--- src/rtl/tnoc_axi_pkg.sv ---
// Shared definitions for the TNoC AXI read arbiter.
//   ar_state_e : AR path state (StIdle: no downstream request, StBusy: request held)
//   sel_width  : width of the requester index field, never narrower than one bit
package tnoc_axi_pkg;

   typedef enum logic [0:0] {
      StIdle = 1'b0,
      StBusy = 1'b1
   } ar_state_e;

   function automatic int unsigned sel_width(input int unsigned n);
      if (n <= 2) begin
         return 1;
      end
      return $clog2(n);
   endfunction

endpackage

--- src/rtl/tnoc_axi_outstanding_counter.sv ---
// Per-requester count of AR bursts still waiting for their last R beat.
//   i_clk, i_rst : clock, synchronous active-high reset
//   i_inc        : a burst was granted this cycle
//   i_dec        : a burst completed (R handshake with rlast) this cycle
//   o_full       : count has reached MAX_OUTSTANDING, no further grants
module tnoc_axi_outstanding_counter #(
   parameter int unsigned MAX_OUTSTANDING = 4
) (
   input  logic i_clk,
   input  logic i_rst,
   input  logic i_inc,
   input  logic i_dec,
   output logic o_full
);

   localparam int unsigned CNT_WIDTH = $clog2(MAX_OUTSTANDING + 1);

   logic [CNT_WIDTH-1:0] count_q, count_d;

   assign o_full = (count_q == CNT_WIDTH'(MAX_OUTSTANDING));

   // Increment and decrement in the same cycle cancel; both ends saturate.
   always_comb begin
      count_d = count_q;
      if (i_inc && !i_dec && !o_full) begin
         count_d = count_q + CNT_WIDTH'(1);
      end else if (i_dec && !i_inc && (count_q != '0)) begin
         count_d = count_q - CNT_WIDTH'(1);
      end
   end

   always_ff @(posedge i_clk) begin
      if (i_rst) begin
         count_q <= '0;
      end else begin
         count_q <= count_d;
      end
   end

endmodule

--- src/rtl/tnoc_axi_read_arbiter.sv ---
// Round-robin arbiter merging REQUESTERS AXI read masters onto one downstream port.
//   AR upstream   : i_arvalid / o_arready / i_arid / i_ar (packed per requester)
//   AR downstream : o_m_arvalid / i_m_arready / o_m_arid ({index, arid}) / o_m_ar
//   R downstream  : i_m_rvalid / o_m_rready / i_m_rid / i_m_rdata / i_m_rresp / i_m_rlast
//   R upstream    : o_rvalid / i_rready per requester, shared o_rid / o_rdata / o_rresp / o_rlast
// Grants are registered (one cycle AR latency) and held until the downstream accepts.
// The R path is a pure combinational demux on the index carried in the upper rid bits.
module tnoc_axi_read_arbiter
   import tnoc_axi_pkg::*;
#(
   parameter int unsigned REQUESTERS      = 4,
   parameter int unsigned ID_WIDTH        = 4,
   parameter int unsigned AR_WIDTH        = 64,
   parameter int unsigned DATA_WIDTH      = 64,
   parameter int unsigned MAX_OUTSTANDING = 4,
   localparam int unsigned SEL_WIDTH      = sel_width(REQUESTERS)
) (
   input  logic                            i_clk,
   input  logic                            i_rst,
   input  logic [REQUESTERS-1:0]           i_arvalid,
   output logic [REQUESTERS-1:0]           o_arready,
   input  logic [REQUESTERS*ID_WIDTH-1:0]  i_arid,
   input  logic [REQUESTERS*AR_WIDTH-1:0]  i_ar,
   output logic                            o_m_arvalid,
   input  logic                            i_m_arready,
   output logic [ID_WIDTH+SEL_WIDTH-1:0]   o_m_arid,
   output logic [AR_WIDTH-1:0]             o_m_ar,
   input  logic                            i_m_rvalid,
   output logic                            o_m_rready,
   input  logic [ID_WIDTH+SEL_WIDTH-1:0]   i_m_rid,
   input  logic [DATA_WIDTH-1:0]           i_m_rdata,
   input  logic [1:0]                      i_m_rresp,
   input  logic                            i_m_rlast,
   output logic [REQUESTERS-1:0]           o_rvalid,
   input  logic [REQUESTERS-1:0]           i_rready,
   output logic [ID_WIDTH-1:0]             o_rid,
   output logic [DATA_WIDTH-1:0]           o_rdata,
   output logic [1:0]                      o_rresp,
   output logic                            o_rlast
);

   ar_state_e state_q, state_d;

   logic [SEL_WIDTH-1:0]          ptr_q, ptr_next;
   logic [SEL_WIDTH-1:0]          grant_idx;
   logic                          grant_valid;
   logic                          ar_fire;
   logic [REQUESTERS-1:0]         eligible, full, grant_onehot, dec;
   logic [ID_WIDTH-1:0]           sel_arid;
   logic [AR_WIDTH-1:0]           sel_ar;
   logic [ID_WIDTH+SEL_WIDTH-1:0] m_arid_q;
   logic [AR_WIDTH-1:0]           m_ar_q;
   logic [SEL_WIDTH-1:0]          rid_sel;
   logic                          rid_hit;

   // Index of the requester `off` positions after `ptr`, wrapping at REQUESTERS.
   function automatic int unsigned rr_index(input int unsigned ptr, input int unsigned off);
      int unsigned sum;
      sum = ptr + off;
      return (sum >= REQUESTERS) ? sum - REQUESTERS : sum;
   endfunction

   // ---------------------------------------------------------------- AR arbitration

   assign eligible = i_arvalid & ~full;

   always_comb begin
      grant_valid = 1'b0;
      grant_idx   = '0;
      for (int unsigned i = 0; i < REQUESTERS; i++) begin
         if (!grant_valid && eligible[rr_index(int'(ptr_q), i)]) begin
            grant_valid = 1'b1;
            grant_idx   = SEL_WIDTH'(rr_index(int'(ptr_q), i));
         end
      end
   end

   always_comb begin
      grant_onehot = '0;
      sel_arid     = '0;
      sel_ar       = '0;
      for (int unsigned k = 0; k < REQUESTERS; k++) begin
         if (grant_valid && (grant_idx == SEL_WIDTH'(k))) begin
            grant_onehot[k] = 1'b1;
            sel_arid        = i_arid[k*ID_WIDTH +: ID_WIDTH];
            sel_ar          = i_ar[k*AR_WIDTH +: AR_WIDTH];
         end
      end
   end

   assign ptr_next = (grant_idx == SEL_WIDTH'(REQUESTERS - 1)) ? '0
                                                               : grant_idx + SEL_WIDTH'(1);

   // ---------------------------------------------------------------- AR FSM

   always_ff @(posedge i_clk) begin
      if (i_rst) begin
         state_q <= StIdle;
      end else begin
         state_q <= state_d;
      end
   end

   always_comb begin
      state_d = state_q;
      unique case (state_q)
         StIdle:  if (grant_valid) state_d = StBusy;
         StBusy:  if (i_m_arready) state_d = StIdle;
         default: state_d = StIdle;
      endcase
   end

   // No grant while reset is applied, so the counters and pointer stay cleared.
   always_comb begin
      o_m_arvalid = (state_q == StBusy);
      o_arready   = '0;
      ar_fire     = 1'b0;
      if ((state_q == StIdle) && !i_rst) begin
         o_arready = grant_onehot;
         ar_fire   = grant_valid;
      end
   end

   always_ff @(posedge i_clk) begin
      if (i_rst) begin
         ptr_q    <= '0;
         m_arid_q <= '0;
         m_ar_q   <= '0;
      end else if (ar_fire) begin
         ptr_q    <= ptr_next;
         m_arid_q <= {grant_idx, sel_arid};
         m_ar_q   <= sel_ar;
      end
   end

   assign o_m_arid = m_arid_q;
   assign o_m_ar   = m_ar_q;

   // ---------------------------------------------------------------- R demux

   assign rid_sel = i_m_rid[ID_WIDTH +: SEL_WIDTH];
   assign rid_hit = ({1'b0, rid_sel} < (SEL_WIDTH + 1)'(REQUESTERS));

   // Beats for a nonexistent requester are sunk (rready=1) so the downstream never stalls.
   always_comb begin
      o_rvalid   = '0;
      o_m_rready = 1'b1;
      dec        = '0;
      for (int unsigned k = 0; k < REQUESTERS; k++) begin
         if (rid_hit && (rid_sel == SEL_WIDTH'(k))) begin
            o_rvalid[k] = i_m_rvalid;
            o_m_rready  = i_rready[k];
            dec[k]      = i_m_rvalid & i_rready[k] & i_m_rlast;
         end
      end
   end

   assign o_rid   = i_m_rid[ID_WIDTH-1:0];
   assign o_rdata = i_m_rdata;
   assign o_rresp = i_m_rresp;
   assign o_rlast = i_m_rlast;

   // ---------------------------------------------------------------- outstanding counters

   for (genvar k = 0; k < REQUESTERS; k++) begin : g_cnt
      tnoc_axi_outstanding_counter #(
         .MAX_OUTSTANDING(MAX_OUTSTANDING)
      ) u_cnt (
         .i_clk  (i_clk),
         .i_rst  (i_rst),
         .i_inc  (o_arready[k]),
         .i_dec  (dec[k]),
         .o_full (full[k])
      );
   end

endmodule

--- config.mk ---
export PLATFORM = sky130hd
export DESIGN_NAME = tnoc_axi_read_arbiter
export DESIGN_NICKNAME = d
export VERILOG_FILES = /design/src/rtl/tnoc_axi_pkg.sv /design/src/rtl/tnoc_axi_outstanding_counter.sv /design/src/rtl/tnoc_axi_read_arbiter.sv
export SDC_FILE = /design/constraint.sdc
export NUM_CORES = 1
export LEC_CHECK = 0
export BUFFER_PORTS_ARGS = -buffer_cell sky130_fd_sc_hd__buf_4
export CORE_AREA = 2 2 198 200
export DETAILED_ROUTE_END_ITERATION = 8
export DIE_AREA = 0 0 200 202
export PLACE_DENSITY = 0.52
export SYNTH_ARGS = -nofsm -noshare
export SYNTH_HDL_FRONTEND = slang
export SYNTH_SLANG_ARGS = --single-unit
--- constraint.sdc ---
create_clock -name i_clk -period 5.09 [get_ports i_clk]
set_input_delay 1.018 -clock i_clk [delete_from_list [all_inputs] [get_ports i_clk]]
set_output_delay 1.018 -clock i_clk [all_outputs]
set_load 0.1 [all_outputs]
---- Yosys cells after proc, flatten, opt, wreduce, memory -nomap -nowiden ----
Index checks and enable logic that the tools add are counted.
cells by class
  add/subtract/negate cells ............... 16
  order comparisons ....................... 8
  eq/ne operators ......................... 10
  muxes and demuxes ....................... 58
  bitwise logic cells ..................... 11
  reductions and logical operators ........ 50
operator list
  operator               number
  $mux W64               4
  $lt A32 B3 Y1 const B  4
  $mux W32               4
  $mux W1                27
  $logic_and A1 B1 Y1    24
  $mux W3                8
  $mux W4                5
  $logic_not A1 Y1       16
  $add A3 B1 Y3 const B  4
  $eq A3 B3 Y1 const B   4
  $reduce_bool A3 Y1     4
  $sub A3 B1 Y3 const B  4
  $sub A3 B3 Y4 const B  3
  $mux W2                5
  $ge A3 B3 Y1 const B   3
  $and A1 B1 Y1          8
  $bmux W1 S2            4
  $eq A2 B2 Y1 const B   4
  $reduce_bool A2 Y1     4
  $add A2 B2 Y3 const B  2
  $and A4 B4 Y4          1
  $eq A2 B1 Y1 const B   2
  $logic_not A2 Y1       2
  $not A4 Y4             1
  6 further kinds        6
word-level totals
  bits in registers ....................... 85
  input port bits ......................... 357
  output and inout port bits .............. 151
  word-level logic and storage cells ...... 161

---- Logic depth before layout (Yosys ltp) ----
  depth after elaboration ................. 24
  gate-level depth with buffers ........... 14
  mapped depth without buffers ............ 14

---- By module ----
A second synthesis with hierarchy kept.
unflattened totals
  cells, all modules ...................... 694
  area total of the unflattened synthesis .. 6184.7 µm²
modules (own cells, without submodules)
  module                                              times used  cells an instance  area an instance (µm²)  sequential area each (µm²)
  tnoc_axi_read_arbiter                               1           604                5351.4                  1461.4
  tnoc_axi_outstanding_counter at g_cnt[0].u_cnt ...  2           22                 211.5                   60.1
  tnoc_axi_outstanding_counter at g_cnt[2].u_cnt ...  2           23                 205.2                   60.1

---- Worst setup path after synthesis ----
Ideal clock, no wire load.
  path kind ............................... input to output
  from .................................... input i_m_rid[5]
  to ...................................... output o_rvalid[0]
  arrival ................................. 3.382 ns
  required time ........................... 4.072 ns
  slack ................................... 0.690 ns
  stages .................................. 2
  buffers on the path ..................... 1
  cell sequence ........................... buf_2 -> nor3b_1
on the way
  word-level cells in the longest chain between the ends .. 2
RTL lines
  item              line                          RTL
  from (decl)       tnoc_axi_read_arbiter.sv:30   input logic [ID_WIDTH+SEL_WIDTH-1:0] i_m_rid,
  $logic_not A2 Y1  tnoc_axi_read_arbiter.sv:150  if (rid_hit && (rid_sel == SEL_WIDTH'(k))) begin
  $mux W1           tnoc_axi_read_arbiter.sv:150
  to (decl)         tnoc_axi_read_arbiter.sv:34   output logic [REQUESTERS-1:0] o_rvalid,
No other way between the ends.

---- Final worst setup path ----
  from .................................... register g_cnt[0].u_cnt.count_q[0]
  to ...................................... output o_arready[2]
on the way
  word-level cells in the longest chain between the ends .. 19
  elaborated cells between the ends (all ways) .. 29
  those cells by class .................... eq/ne (2); mux (18); bitwise (2); reduce/logical (7)
RTL lines
  item                           line                                RTL
  from (decl)                    tnoc_axi_outstanding_counter.sv:18  logic [CNT_WIDTH-1:0] count_q, count_d;
  from (signal assigned)         tnoc_axi_outstanding_counter.sv:36  count_q <= count_d;
  $eq A3 B3 Y1 (*)               tnoc_axi_outstanding_counter.sv:20  assign o_full = (count_q == CNT_WIDTH'(MAX_OUTSTANDING));
  $not A4 Y4 (*)                 tnoc_axi_read_arbiter.sv:65         assign eligible = i_arvalid & ~full;
  $and A4 B4 Y4 (*)              tnoc_axi_read_arbiter.sv:65
  $bmux W1 S2                    tnoc_axi_read_arbiter.sv:71         if (!grant_valid && eligible[rr_index(int'(ptr_q), i)]) begin
  $mux W1 (implied by the code)  tnoc_axi_read_arbiter.sv:71
  $mux W1                        tnoc_axi_read_arbiter.sv:71
  $logic_not A1 Y1               tnoc_axi_read_arbiter.sv:71
  $logic_and A1 B1 Y1            tnoc_axi_read_arbiter.sv:71
  (+4 left out)                  -
  $logic_not A1 Y1               tnoc_axi_read_arbiter.sv:71
  $logic_and A1 B1 Y1            tnoc_axi_read_arbiter.sv:71
  $mux W2 (*)                    tnoc_axi_read_arbiter.sv:71
  net grant_idx[0]               tnoc_axi_read_arbiter.sv:45         logic [SEL_WIDTH-1:0] grant_idx;
  $eq A2 B2 Y1 (*)               tnoc_axi_read_arbiter.sv:83         if (grant_valid && (grant_idx == SEL_WIDTH'(k))) begin
  $logic_and A1 B1 Y1 (*)        tnoc_axi_read_arbiter.sv:83
  $mux W1 (*)                    tnoc_axi_read_arbiter.sv:83
  $mux W4 (*)                    tnoc_axi_read_arbiter.sv:118        if ((state_q == StIdle) && !i_rst) begin
  to (decl)                      tnoc_axi_read_arbiter.sv:21         output logic [REQUESTERS-1:0] o_arready,
Mark *: on every way through the listed nets, which the timed path passes. The rest lies on a longest branch. The select of a mux whose other input is x is not followed.

==> metrics <==
H-tree levels 3; post-route fraction of the period consumed by the critical path about four fifths; post-detailed-route count of antenna-violating nets 0; leading post-synthesis cells by cell area sky130_fd_sc_hd__dfxtp_1 26%, sky130_fd_sc_hd__a21oi_1 11%, sky130_fd_sc_hd__o211a_1 10%; worst voltage drop across the vdd grid 171.4 µV; share of flip-flops with an asynchronous set or reset 0%; number of storage elements in the synthesis netlist 85; share of synthesized area spent on multiplexers around 2.6%; port buffer count 367; initial standard-cell utilization of the core 16.98%; wire length of the first global-routing pass 40480 µm; Synth Cell Area 6500 µm²; number of buffers and inverters on the critical path 3; die height between 200 and 250 µm; number of flops mapped to enable cells by yosys 0; final setup violating endpoints 0; Yosys Warn Count 0; n_diodes 0; global-route congestion overflow total 0; Largest stage delay, worst path just under 0.6 ns; DRC violation count after routing 0; initial antenna violation count 0; largest family of logic cells by synthesized area compound AO/OA/AOI/OAI gates; Lkg Pwr 4.396 nW; kind of cell with the highest combined delay on the critical path compound AO/OA/AOI/OAI gates; type of the worst setup path reg2out; crit path capture type output pin; Worst Path Max Fanout 6; count of vias placed by the detailed router 7060; overall power after layout 3.560 mW; Cell Count, Final, Fillers Out 1612; arrival time at the worst endpoint 3.13 ns; CTS tree yes; Post CTS Setup Buffer Count 0; count of TritonRoute iterations in the first routing pass 5; kind of start point of the critical path flip-flop; Clock Latency Late Sink roughly 0.36 ns; CTS root buf sky130_fd_sc_hd__clkbuf_16; worst slew pin tran 0.9067 ns; Routability Congestion ~0.85; achievable clock frequency approximately 240 MHz; boundary pin count 508; number of buffers added by the clock tree synthesis step 9; Post-Synth XOR/XNOR Area 1.078%; max-cap violation count 0; Worst Clk Skew 0.008976 ns; count of pins over their slew limit 0; post-synthesis average cell area 7.558 µm²; Distinct cells, synth 47; Compound-Gate Fraction of Synth Area 32.55%; via-per-instance ratio 4.380; Resized cells post-CTS 0; flop2flop setup slack 1.06 ns; clk sink count 85; Detailed Route Iter0 Violations between 200 and 300; chip width 200 µm; most used flip-flop cell after synthesis sky130_fd_sc_hd__dfxtp_1; Hold Buf Count CTS 0; setup repair after global routing missed its margin no; portion of synthesized cell area occupied by the leading cell type 26.18%; Final Hold Vio Count 0; final-layout setup total negative slack 0 ns; total number of nets in the final design 1455; Synth Net Count 1225; worst min-delay path category reg2reg; number of buffers between clock root and the deepest sink 2; headroom to the max-slew limit 39.55%; area growth from synthesis to layout 45.85%; largest net degree at the start of global routing 137; share of layout cells above drive strength 1 37.93%; Worst EP required between 4 and 5 ns; power per unit of standard cell area roughly 380 nW/µm²; Synth Area in Adders ~2%; post-place setup slack a little under 0.8 ns; least setup slack across all paths after layout 0.9379 ns; Hold WS 0.4613 ns; simple-gate share of the synthesized area 21.69%; placed instance count roughly 1600; sequential fraction of the synthesis area 26.18%; clock edge transition at the registers on the reported setup and hold paths 0.07 ns; Yosys top cell by area sky130_fd_sc_hd__dfxtp_1; HPWL reported at the end of detailed placement about 20000 µm; Core Region 38290 µm²; vias in the first global route between 6000 and 7000; crit-path cells or3b_2 -> nand3_1 -> o221ai_1 -> a21oi_1 -> inv_1 -> ha_4 -> nand2_1 -> a21o_1 -> inv_2 -> buf_4; result of the run finished clean; average wire length per cell after detail routing 17.19 µm; Critical Path Slowest Stage Cell sky130_fd_sc_hd__or3b_2; floorplan row count 72; fin crit period just over 4 ns; die area 40400 µm²; drt total wl 27710 µm; Total GRT Usage between 10% and 20%; Post-Synthesis Cells 860
[layer usage]
layer  wire length, µm  track usage, %
met1             11140           15.64
met4               618           5.265
met2             13450           22.16
met3              2500           4.338
met5                 0               0
[cell usage in the layout (no fill, tap or decap), drive strengths merged, types with 7 or more instances in the layout]
cell type | Yosys | final
a21oi | 143 | 143
buf | 92 | 375
clkbuf | 64 | 11
dfxtp | 85 | 85
mux2i | 10 | 10
nand2 | 160 | 160
nand3 | 7 | 7
nand3b | 66 | 66
nor2 | 18 | 18
o211a | 66 | 66
o211ai | 67 | 67
o21ai | 7 | 7
[path summary, 6_finish.rpt]
check                       startpoint                        end  cells past startpoint
max          g_cnt[0].u_cnt.count_q[0]               o_arready[2]                     10
min                        o_m_arid[5]                o_m_arid[5]                      2
max reg2reg  g_cnt[0].u_cnt.count_q[0]  g_cnt[1].u_cnt.count_q[2]                     12
min reg2reg                o_m_arid[5]                o_m_arid[5]                      2
[report_power, final]
part	internal (mW)	switching (mW)
Sequential	0.772	0.0705
Combinational	0.634	1.38
Clock	0.403	0.301
Total	1.81	1.75
[cells by family after synthesis]
| kind of cell | count (synthesis) |
|---|---|
| and+or+nand+nor | 281 |
| xor gates and xnor gates | 8 |
| buffers and inverters | 162 |
| muxes | 13 |
| AOI/OAI and AO/OA | 303 |
| DFF | 85 |
| adders and majority gates | 8 |
[synth_stat cells (all sizes together) (3+ instances only)]
library cell / instances
nand2: 160
a21oi: 143
buf: 92
dfxtp: 85
o211ai: 67
nand3b: 66
o211a: 66
clkbuf: 64
nor2: 18
mux2i: 10
nand3: 7
o21ai: 7
inv: 6
nor3: 6
xor2: 6
fa: 4
ha: 4
o311ai: 4
or3: 4
or3b: 4
a21o: 3
and2: 3
mux4: 3
nor2b: 3
[tightest hold or removal path: stages, from the launching register on]
cell and delay (ns):
sky130_fd_sc_hd__dfxtp_1 0.31, sky130_fd_sc_hd__nand2_1 0.05, sky130_fd_sc_hd__a21oi_1 0.05
[layout make-up]
cell class	instances	area, µm²
fill	4212	28810
multi-input combinational	613	3955
timing repair buffer	375	2853
sequential	85	1702
tap	518	648.1
clock buffer	11	252.7
clock inverter	4	47.55
inverter	6	22.52
[sequential cells by signal, indices dropped and copies added, names as in the netlist]
| signal | flops |
|---|---|
| o_m_arid | 6 |
| o_m_arvalid | 1 |
| g_cnt.u_cnt.count_q | 12 |
| o_m_ar | 64 |
| ptr_q | 2 |
[per-stage QoR]
step / cell area, µm² / util [%]
floorplan: 6500 / -
global placement: 9180 / 23.98
finish: 9480 / 24.76
detailed placement: 9180 / 23.98
global route: 9480 / 24.76
CTS: 9480 / 24.76
Power figures use the tool's default switching activity.
